[config.mk]
export PLATFORM = sky130hd
export DESIGN_NAME = multicycle_control
export DESIGN_NICKNAME = d
export VERILOG_FILES = /design/src/rtl/cpu_ctrl_pkg.sv /design/src/rtl/mc_decode.sv /design/src/rtl/multicycle_control.sv
export SDC_FILE = /design/constraint.sdc
export NUM_CORES = 1
export LEC_CHECK = 0
export CAP_MARGIN = 5
export CORE_MARGIN = 2
export CORE_UTILIZATION = 47
export CTS_BUF_LIST = sky130_fd_sc_hd__clkbuf_4 sky130_fd_sc_hd__clkbuf_8 sky130_fd_sc_hd__clkbuf_16
export DETAILED_ROUTE_END_ITERATION = 8
export PLACE_DENSITY = 0.9
export SYNTH_ARGS = -nofsm -noshare
export SYNTH_HDL_FRONTEND = slang
export SYNTH_SLANG_ARGS = --single-unit
[constraint.sdc]
create_clock -name Clock -period 2.2 [get_ports Clock]
set_input_delay 0.33 -clock Clock [delete_from_list [all_inputs] [get_ports Clock]]
set_output_delay 0.33 -clock Clock [all_outputs]
set_load 0.05 [all_outputs]
[src/rtl/cpu_ctrl_pkg.sv]
// Shared types and constants for the multi-cycle CPU sequencer.
package cpu_ctrl_pkg;

    // FSM phases; encodings are visible on the State debug port.
    typedef enum logic [2:0] {
        FETCH     = 3'd0,
        DECODE    = 3'd1,
        EXECUTE   = 3'd2,
        MEMORY    = 3'd3,
        WRITEBACK = 3'd4,
        HALT      = 3'd5
    } state_t;

    // Opcodes taken from IR[15:12].
    localparam logic [3:0] OP_RTYPE = 4'b0000;
    localparam logic [3:0] OP_ADDI  = 4'b0001;
    localparam logic [3:0] OP_LW    = 4'b0010;
    localparam logic [3:0] OP_SW    = 4'b0011;
    localparam logic [3:0] OP_BEQ   = 4'b0100;
    localparam logic [3:0] OP_HALT  = 4'b1111;

    // ALU operation select.
    localparam logic [1:0] ALU_ADD   = 2'b00;
    localparam logic [1:0] ALU_SUB   = 2'b01;
    localparam logic [1:0] ALU_FUNCT = 2'b10;

    // Datapath control bundle driven by the decoder.
    typedef struct packed {
        logic       mem_req;
        logic       mem_read;
        logic       mem_write;
        logic       iord;
        logic       ir_write;
        logic       pc_write;
        logic       pc_src;
        logic       reg_dst;
        logic       alu_src;
        logic       mem_to_reg;
        logic       reg_write;
        logic       branch;
        logic [1:0] alu_op;
        logic       illegal;
        logic       halted;
    } ctrl_t;

    // True for every opcode the datapath implements (HALT included).
    function automatic logic op_legal(input logic [3:0] op);
        return (op == OP_RTYPE) || (op == OP_ADDI) || (op == OP_LW) ||
               (op == OP_SW)    || (op == OP_BEQ)  || (op == OP_HALT);
    endfunction

endpackage

[src/rtl/mc_decode.sv]
// Combinational control decode: (state, opcode, Zero, MemReady) -> datapath controls.
import cpu_ctrl_pkg::*;

module mc_decode (
    input  state_t     state_i,
    input  logic [3:0] opcode_i,
    input  logic       zero_i,
    input  logic       mem_ready_i,
    output ctrl_t      ctrl_o
);

    // Every control defaults low; each phase raises only what it needs.
    always_comb begin
        ctrl_o = '0;
        case (state_i)
            FETCH: begin
                ctrl_o.mem_req  = 1'b1;
                ctrl_o.mem_read = 1'b1;
                ctrl_o.iord     = 1'b0;
                // IR and PC load only in the cycle memory returns the word.
                if (mem_ready_i) begin
                    ctrl_o.ir_write = 1'b1;
                    ctrl_o.pc_write = 1'b1;
                    ctrl_o.pc_src   = 1'b0;
                end
            end
            DECODE: begin
                ctrl_o.illegal = !op_legal(opcode_i);
            end
            EXECUTE: begin
                case (opcode_i)
                    OP_RTYPE: begin
                        ctrl_o.alu_src = 1'b0;
                        ctrl_o.alu_op  = ALU_FUNCT;
                    end
                    OP_ADDI, OP_LW, OP_SW: begin
                        ctrl_o.alu_src = 1'b1;
                        ctrl_o.alu_op  = ALU_ADD;
                    end
                    OP_BEQ: begin
                        ctrl_o.alu_src  = 1'b0;
                        ctrl_o.alu_op   = ALU_SUB;
                        ctrl_o.branch   = 1'b1;
                        ctrl_o.pc_src   = 1'b1;
                        ctrl_o.pc_write = zero_i;
                    end
                    default: ;
                endcase
            end
            MEMORY: begin
                // Request fields are independent of MemReady so they hold through waits.
                if (opcode_i == OP_LW || opcode_i == OP_SW) begin
                    ctrl_o.mem_req   = 1'b1;
                    ctrl_o.iord      = 1'b1;
                    ctrl_o.mem_read  = (opcode_i == OP_LW);
                    ctrl_o.mem_write = (opcode_i == OP_SW);
                end
            end
            WRITEBACK: begin
                ctrl_o.reg_write  = 1'b1;
                ctrl_o.reg_dst    = (opcode_i == OP_RTYPE);
                ctrl_o.mem_to_reg = (opcode_i == OP_LW);
            end
            HALT: begin
                ctrl_o.halted = 1'b1;
            end
            default: ;
        endcase
    end

endmodule

[src/rtl/multicycle_control.sv]
// Five-phase multi-cycle sequencer: state register, next-state logic, retire counter.
import cpu_ctrl_pkg::*;

module multicycle_control #(
    parameter int CNT_W = 16
) (
    input  logic             Clock,
    input  logic             Reset,
    input  logic [3:0]       opcode,
    input  logic             Zero,
    input  logic             MemReady,
    output logic             MemReq,
    output logic             MemRead,
    output logic             MemWrite,
    output logic             IorD,
    output logic             IRWrite,
    output logic             PCWrite,
    output logic             PCSrc,
    output logic             RegDst,
    output logic             ALUSrc,
    output logic             MemToReg,
    output logic             RegWrite,
    output logic             Branch,
    output logic [1:0]       ALUOp,
    output logic             Illegal,
    output logic             Halted,
    output logic [2:0]       State,
    output logic [CNT_W-1:0] InstrCount
);

    state_t           state_q, state_d;
    logic [CNT_W-1:0] cnt_q, cnt_d;
    logic             retire;
    ctrl_t            ctrl, ctrl_out;

    mc_decode u_dec (
        .state_i     (state_q),
        .opcode_i    (opcode),
        .zero_i      (Zero),
        .mem_ready_i (MemReady),
        .ctrl_o      (ctrl)
    );

    // Next phase; retire marks an instruction completing on its way back to FETCH.
    always_comb begin
        state_d = state_q;
        retire  = 1'b0;
        case (state_q)
            FETCH: begin
                if (MemReady) state_d = DECODE;
            end
            DECODE: begin
                if (!op_legal(opcode))     state_d = FETCH;
                else if (opcode == OP_HALT) state_d = HALT;
                else                        state_d = EXECUTE;
            end
            EXECUTE: begin
                case (opcode)
                    OP_RTYPE, OP_ADDI: state_d = WRITEBACK;
                    OP_LW, OP_SW:      state_d = MEMORY;
                    OP_BEQ: begin
                        state_d = FETCH;
                        retire  = 1'b1;
                    end
                    default:           state_d = FETCH;
                endcase
            end
            MEMORY: begin
                if (MemReady) begin
                    if (opcode == OP_LW) begin
                        state_d = WRITEBACK;
                    end else begin
                        state_d = FETCH;
                        retire  = (opcode == OP_SW);
                    end
                end
            end
            WRITEBACK: begin
                state_d = FETCH;
                retire  = 1'b1;
            end
            HALT:    state_d = HALT;
            default: state_d = FETCH;
        endcase
        cnt_d = retire ? cnt_q + {{(CNT_W-1){1'b0}}, 1'b1} : cnt_q;
    end

    // State and counter registers; Reset wins over a simultaneous retire.
    always_ff @(posedge Clock) begin
        if (Reset) begin
            state_q <= FETCH;
            cnt_q   <= '0;
        end else begin
            state_q <= state_d;
            cnt_q   <= cnt_d;
        end
    end

    // Reset forces every output quiet, abandoning any in-flight memory request at once.
    always_comb begin
        ctrl_out   = Reset ? '0 : ctrl;
        State      = Reset ? 3'(FETCH) : 3'(state_q);
        InstrCount = Reset ? '0 : cnt_q;
    end

    assign MemReq   = ctrl_out.mem_req;
    assign MemRead  = ctrl_out.mem_read;
    assign MemWrite = ctrl_out.mem_write;
    assign IorD     = ctrl_out.iord;
    assign IRWrite  = ctrl_out.ir_write;
    assign PCWrite  = ctrl_out.pc_write;
    assign PCSrc    = ctrl_out.pc_src;
    assign RegDst   = ctrl_out.reg_dst;
    assign ALUSrc   = ctrl_out.alu_src;
    assign MemToReg = ctrl_out.mem_to_reg;
    assign RegWrite = ctrl_out.reg_write;
    assign Branch   = ctrl_out.branch;
    assign ALUOp    = ctrl_out.alu_op;
    assign Illegal  = ctrl_out.illegal;
    assign Halted   = ctrl_out.halted;

endmodule

==> impl_metrics.py <==
metrics = {
    "clocking": {
        "cts_root_buffer": "clkbuf_4",
        "cts.sinks": 19,
        "holdBufCountCts": 0,
        "numCtsBuffers": 3,
        "insertion_delay_ps": 300,
        "clockBufferDepth": 2,
        "cts_tree": "built",
        "path_clk_slew_ps": 100,
        "htree_levels": 1,
    },
    "layout": {
        "layoutNonFillerInstCount": 260,
        "fin_area_um2": 2400,
        "syn_to_final_growth_pct": 69.8,
        "num_antenna_cells": 0,
        "nFillCells": 140,
        "drive_gt1_frac": 0.358,
        "final_nets": 239,
    },
    "synth": {
        "synthCells": 179,
        "yosysWarnings": 0,
        "syn_nets": 188,
        "ys_types": 39,
        "ys_ff_latch": 19,
        "ys_seq_area_frac": 0.269,
        "netlist_area_um2": 1420,
        "postSynthAreaPerCell_um2": 7.91,
    },
    "global_routing": {
        "grt.overflow.total": 0,
        "antenna_found_initial": 0,
        "grt_pass1_vias": 1548,
        "grt_pass1_wl_um": 6800,
        "grt_max_degree": 21,
        "gr-usage-all-layers": 0.252,
    },
    "flow_run": {
        "max_cap_violations": 0,
    },
    "timing": {
        "finalSetupTns_ps": 0,
        "finalSetupViolCount": 0,
        "finalCritPeriodShare": 0.996,
        "hold_viol_final": 0,
        "max_slew_margin": 0.731,
        "tightest_slew_ps": 402,
        "slew_viol_final": 0,
        "finClkSkew_ps": 8.70,
        "holdWs_ps": 544,
        "fmax_ghz": 0.456,
        "min_period_ps": 2190,
    },
    "place": {
        "placed_cell_area_um2": 2350,
        "gp_congestion": 0.888,
        "io_buffers": 42,
        "dp_hpwl_um": 3240,
        "dp_cells": 256,
    },
    "die": {
        "num_rows": 19,
        "die_area_um2": 3470,
        "core_region_area_um2": 2810,
        "num_io_pins": 43,
        "initial_core_util": 0.504,
        "die_w_um": 58.9,
        "die_h_um": 58.9,
    },
    "routing": {
        "vias": 1552,
        "wl_per_cell_um": 16.3,
        "initialDrtViolationCount": 74,
        "first_pass_iters": 6,
        "drt-total-wl_um": 4250,
        "remaining_drc_errors": 2,
        "ant_nets": 0,
        "avgViaCountPerCell": 5.97,
    },
    "status": {
        "outcome": "finished, violations left",
        "violations": "design-rule violations",
    },
    "setup_path": {
        "rr_worst_depth": 4,
        "rrSetupSlack_ps": 320,
        "crit_type": "primary input to output pin",
        "critPathCapture": "MemWrite",
        "reg2reg_to": "cnt_q[14]$_SDFFE_PP0P_",
        "cp_data_arrival_time_ps": 1860,
        "crit_fanout": 5,
        "worstReg2RegStart": "state_q[2]$_SDFFE_PP0P_",
        "cp.required_ps": 1870,
        "endpoint_kind": "output pin",
        "cp-startpoint": "opcode[3]",
        "start_kind": "primary input",
    },
    "power": {
        "vdd_drop_max_uv": 366,
        "finalPower_w": 0.000740,
        "p_leak_nw": 0.944,
        "powerDensity_nw_per_um2": 308,
    },
    "hold_path": {
        "hold_path.class": "register to register",
    },
}
cell families after synthesis:
| group | after synthesis | share of synthesized area |
|---|---|---|
| mux | 14 | 0.111 |
| buf+inv | 15 | 0.0522 |
| fa+ha+maj | 1 | 0.00884 |
| simple gates | 99 | 0.386 |
| flops | 19 | 0.269 |
| compound gates | 31 | 0.172 |
worst min-delay path by stage:
| stage | from | end | slack (ps) | depth (start not counted) |
|---|---|---|---|---|
| final | cnt_q[1]$_SDFFE_PP0P_ | cnt_q[1]$_SDFFE_PP0P_ | 540 | 2 |
| after global routing | Reset | cnt_q[1]$_SDFFE_PP0P_ | 570 | 3 |
| after CTS | cnt_q[1]$_SDFFE_PP0P_ | cnt_q[1]$_SDFFE_PP0P_ | 540 | 2 |
| after detailed placement | cnt_q[1]$_SDFFE_PP0P_ | cnt_q[1]$_SDFFE_PP0P_ | 520 | 2 |
| after global placement | cnt_q[1]$_SDFFE_PP0P_ | cnt_q[1]$_SDFFE_PP0P_ | 510 | 2 |
| after floorplan | cnt_q[1]$_SDFFE_PP0P_ | cnt_q[1]$_SDFFE_PP0P_ | 460 | 2 |
through the flow:
stage / setup slack [ps] / utilization
after floorplan: 3.33 / -
after global placement: -140 / 0.839
after detailed placement: -164 / 0.839
after CTS: 5.82 / 0.851
after global routing: -75.0 / 0.856
final: 9.26 / 0.856
sequential cells by signal, summed over array words and instances, names as in the netlist:
register and count:
cnt_q 16, state_q 3
synth_stat cells (all sizes together):
cell type	instances	area (um2)
clkbuf	8	30.0
ha	1	12.5
nor3	4	20.0
nor4b	1	15.0
a31oi	1	6.26
a221oi	1	8.76
o22ai	1	6.26
o21bai	3	22.5
and3	6	37.5
o21ai	3	15.0
nand2b	4	25.0
o2bb2a	1	20.0
dfxtp	19	380
nand3b	1	7.51
nand3	8	40.0
buf	5	36.3
nand4	6	37.5
nor2	24	90.1
or3	3	18.8
nor2b	23	144
a41oi	1	8.76
o2bb2ai	1	8.76
and2	3	18.8
inv	2	7.51
nor3b	2	15.0
and4	2	17.5
a21oi	13	95.1
nand2	9	33.8
a41o	1	10.0
or4b	1	13.8
a211oi	4	35.0
mux2	14	158
nor4	2	12.5
a21boi	1	7.51
critical path: stages:
cell             delay, ps
clkdlybuf4s50_1        500
buf_4                  200
nor2_2                 220
nand2_2                140
nor2_2                 150
and2_2                 180
buf_12                 140
power breakdown:
part           leakage [nW]  total [W]  switching [W]  internal [W]
Sequential            0.153   0.000350     0.00000355      0.000347
Combinational         0.772   0.000197       0.000111     0.0000861
Clock                0.0184   0.000193       0.000110     0.0000830
Total                 0.944   0.000740       0.000224      0.000516
area by class of cell:
cell class | count | area [um2] | area share
Inverter | 2 | 7.51 | 0.00313
Clock buffer | 4 | 30.0 | 0.0125
Timing Repair Buffer | 59 | 913 | 0.380
Sequential cell | 19 | 380 | 0.158
Multi-Input combinational cell | 145 | 1030 | 0.430
Tap cell | 31 | 38.8 | 0.0161
placed cells by master (no fill, tap or decap), types with 3 or more instances in the layout:
master,instances
a211oi_1,3
a21oi_1,4
a21oi_2,9
and3_1,6
buf_12,36
buf_4,16
clkbuf_4,4
clkdlybuf4s50_1,6
dfxtp_1,19
mux2_1,14
nand2_1,8
nand2b_1,4
nand3_1,8
nand4_1,6
nor2_1,21
nor2_2,3
nor2b_1,21
or3_1,3
metal layers:
metal,GRT usage,routed length (um),vias up
met3,0.0418,167,14
met5,0,0,-
met1,0.295,1700,752
met4,0.0714,124,0
li1,-,-,737
met2,0.468,2260,49
what timing repair did:
action,CTS,global route
pin swaps,0,2
resized for setup,1,4
endpoints found under the setup margin,1,5
setup buffers,0,0
endpoints found under the hold margin,0,0
Note: power is estimated with default switching activity, not from simulation.
==> RTL change 1, RTL diff (same flow settings) <==
Set the parameter `CNT_W` to 24 (it was 16).
--- a/src/rtl/multicycle_control.sv
+++ b/src/rtl/multicycle_control.sv
@@ -4,3 +4,3 @@
 module multicycle_control #(
-    parameter int CNT_W = 16
+    parameter int CNT_W = 24
 ) (
Ports: changed (resized InstrCount); port bits go from 43 to 51. The function was not compared with the original's and may differ.
==> RTL change 1 against the original RTL <==
Worst setup slack better by 0.085 ns. Global-route usage fell by 0.92 points. Final area up 11%. Synthesized area up 31%. Critical path type is now reg -> out. Sequential cell count grew 8. Power increased by 26%. Wire length rose by 16%.
==> RTL change 1: results <==
group,metric,value,unit
pwr,power_sequential,0.496,mW
logic_synthesis,synth_compound_area_frac,0.1524,
logic_synthesis,ys_types,44,
routing,via_per_inst,5.444,
setup_path,crit_fanout,10,
clock_network,worstSkewPairLatency,0.27,ns
min_path,worstHoldStart,"Reset",
routing,routed_wl,4.921,mm
placed_design,io_buffer_count,50,
clock_network,clockRootBuffer,"clkbuf_8",
placed_design,dpl_cell_area,2581,um^2
setup_path,reg2reg_to,"cnt_q[20]",
placed_design,place_ws,-0.1597,ns
status,outcome,"finished, final reports clean",
routing,post-route-drc-count,0,
setup_path,reg2reg_depth,7,
logic_synthesis,synthCells,227,
finish,nets,300,
logic_synthesis,yosys-top-cells-count,"nor2_1, nor2b_1, dfxtp_1, xnor2_1, nand2_1",
timing,hold_slack,0.5376,ns
routing,drtIter0Drc,95,
setup_path,rrSetupSlack,0.14,ns
global_route,track_usage,0.2431,
logic_synthesis,yosys.area_share.adder,0.006743,
pwr,switching_power,0.2507,mW
setup_path,r2r-start,"cnt_q[1]",
global_route,met1_usage,0.2897,
clock_network,cts_resized,6,
timing,fin_skew,0.006908,ns
pwr,vdd_drop_max,0.2533,mV
routing,met2WireLength,2.553,mm
placed_design,place_congestion,0.8530,
routing,wl_per_cell,14.56,um
## RTL change 1: changes by cell type after synthesis, sizes merged, moves of 6 or more
cell	delta
xnor2	+18
nor2	+13
mux2	-9
dfxtp	+8
nand2	+6
## RTL change 1: final cells by class
class	count	area, um^2
sequential	27	540.5
multi-input combinational	178	1249
tap	48	60.06
clock buffer	3	41.29
clock inverter	1	7.507
timing repair buffer	76	753.2
fill	283	1046
inverter	5	18.77
## RTL change 1: how the worst max path moves through the flow
| stage | start | end | depth (start not counted) |
|---|---|---|---|
| 2_1_floorplan | opcode[0] | PCWrite | 4 |
| 3_3_place_gp | opcode[0] | PCWrite | 6 |
| 3_5_place_dp | opcode[0] | PCWrite | 6 |
| 4_1_cts | state_q[1] | RegDst | 5 |
| 5_1_grt | cnt_q[1] | cnt_q[20] | 7 |
| 6_report | state_q[0] | MemWrite | 4 |
## RTL change 1: critical path: stages, from the launching register on
cell	delay, ns
dfxtp_1	0.58
and4bb_2	0.34
and3_1	0.25
and2_1	0.19
buf_12	0.14
==> RTL change 2, RTL diff (same settings) <==
Made on the original files. Reset style: asynchronous (`Reset`), changed in one clocked block.
--- a/src/rtl/multicycle_control.sv
+++ b/src/rtl/multicycle_control.sv
@@ -88,3 +88,3 @@
     // State and counter registers; Reset wins over a simultaneous retire.
-    always_ff @(posedge Clock) begin
+    always_ff @(posedge Clock or posedge Reset) begin
         if (Reset) begin
Check against the original RTL: same outputs for any inputs over 10 cycles, from zero or initial values and one cycle with Reset high; that may be too few to reach the edited logic, so the function may still have changed.
==> RTL change 2 against the original RTL <==
The flow finishes with violations (negative setup slack). Register-to-register slack worse by 0.12 ns. Worst setup slack worse by 0.039 ns. Final area fell by 2.9%. Sequential cell count is the same. Global-route usage up 0.76 points. Wire length grew 16%. Core utilization rose by 6.8 points. Die area shrank 9.2%. Synthesized area fell by 9.9%. Largest cell class is now buffers. Highest routed layer unchanged.
Power is not compared: it rests on default switching activity, and its combinational part moved more than twofold at a synthesized area within 25%.
==> RTL change 2: results <==
group,metric,value,unit
status,outcome,"finished with violations",
status,violations,"negative setup slack",
logic_synthesis,yosysWarnings,0,
timing,tightest_slew,0.4553,ns
finish,drive_gt1_frac,0.4307,
timing,fin_ws,-0.02964,ns
global_route,grt_first_pass_wirelength,6.382,mm
finish,final_cells,232,
global_route,grt_max_degree,20,
logic_synthesis,synthCells,141,
setup_path,arrival,1.90,ns
routing,drtIter0Drc,103,
placed_design,dpl_cell_area,2216,um^2
clock_network,h-tree-depth,1,
clock_network,clockRootBuffer,"clkbuf_4",
logic_synthesis,synthArstFlopShare,1.000,
placed_design,place_ws,-0.1276,ns
placed_design,dp_cells,222,
routing,routed_wl,4.937,mm
global_route,grt_pass1_vias,1337,
routing,dr_total_vias,1380,
clock_network,worstSkewPairLatency,0.31,ns
routing,dr.pass1.iters,4,
finish,diodes,0,
logic_synthesis,seq_area_frac_synth,0.3729,
clock_network,numCtsBuffers,3,
logic_synthesis,ys_types,38,
pwr,vdd_drop_max,0.7403,mV
timing,setup_viol,2,
timing,fin_skew,0.006525,ns
global_route,track_usage,0.2598,
placed_design,io_buffer_count,42,
pwr,leakage,1.007,nW
logic_synthesis,syn_nets,150,
finish,reg_top3,"cnt_q x16, state_q x3",
setup_path,crit_fanout,3,
finish,nFillCells,88,
placed_design,place_congestion,0.8848,
min_path,hold_path_class,"in -> async",
placed_design,dp_hpwl,3.058,mm
logic_synthesis,yosys-top-cells-count,"nor2b_1, dfrtp_1, xnor2_1, nand2_1, nor2_1",
finish,nets,212,
clock_network,clockBufferDepth,2,
clock_network,clkTransAtPathRegs,0.11,ns
logic_synthesis,synthTopCellsByArea,"dfrtp_1, nor2b_1, xnor2_1",
RTL change 2: changes by cell type after synthesis, sizes merged, moves of 3 or more:
cell	before	now
dfrtp	0	19
dfxtp	19	0
nor2	24	10
xnor2	0	14
mux2	14	1
a21oi	13	1
a211oi	4	1
clkbuf	8	5
inv	2	5
nand2	9	12
nand2b	4	1
nor2b	23	20
o21bai	3	0
RTL change 2: repair_timing:
action | in CTS | in global routing
resized for setup | 3 | 5
setup endpoints to repair | 1 | 4
setup buffers | 0 | 6
pin swaps | 2 | 2
hold endpoints to repair | 0 | 0
RTL change 2: worst max-delay path, cell delays in order:
cell and delay [ns]:
clkdlybuf4s50_1 0.45, buf_4 0.18, a41oi_2 0.24, nand3b_1 0.20
nor4_4 0.31, buf_12 0.18
RTL change 2: worst paths after layout:
kind                       startpoint          to  slack [ns]  cells after the start
setup / recovery            opcode[2]     Illegal       -0.03                      6
hold / removal                  Reset   cnt_q[11]        0.47                      3
setup reg to reg           state_q[2]    cnt_q[5]        0.20                      6
hold reg to reg             cnt_q[15]   cnt_q[15]        0.51                      1
max in group asynchronous       Reset  state_q[2]        1.52                      3
min in group Clock          cnt_q[15]   cnt_q[15]        0.51                      1
RTL change 2: cell families after synthesis:
logic type,share of synthesized area
multiplexers,0.01668
XOR/XNOR,0.1030
buffers and inverters,0.05299
AO/OA/AOI/OAI,0.04810
adder cells (fa/ha/maj),0.009812
AND/OR/NAND/NOR,0.3965
flip-flops,0.3729
RTL change 2: final cells by class:
class,instances,area (um^2),area share
Timing Repair Buffer,66,953.4,0.4088
Multi-Input combinational cell,108,818.3,0.3509
Sequential cell,19,476.7,0.2044
Tap cell,30,37.54,0.01609
Clock buffer,3,22.52,0.009657
Inverter,5,18.77,0.008047
Clock inverter,1,5.005,0.002146
RTL change 2: power breakdown:
| group | switching (mW) | internal [mW] |
|---|---|---|
| logic | 0.519 | 0.415 |
| clock network | 0.111 | 0.0681 |
| registers | 0.101 | 0.412 |
| total | 0.730 | 0.895 |
RTL change 2: per-stage QoR:
stage	TNS (ns)	hold slack [ns]	total power [mW]	util
after floorplan	-0.09291	0.2896	0.9972	-
final	-0.04533	0.4720	1.626	0.9246
after CTS	0	0.4737	1.561	0.8953
after detailed placement	-0.6876	0.4728	1.377	0.8785
after global routing	-0.2940	0.5090	1.680	0.9246
after global placement	-0.07838	0.4599	1.321	0.8785
RTL change 2: routing by layer:
layer | vias to the layer above | track usage | share of wire
met5 | - | 0 | 0
met4 | 0 | 0.07143 | 0.028
met3 | 15 | 0.04186 | 0.068
met2 | 90 | 0.5008 | 0.53
met1 | 668 | 0.2895 | 0.37
li1 | 607 | - | -
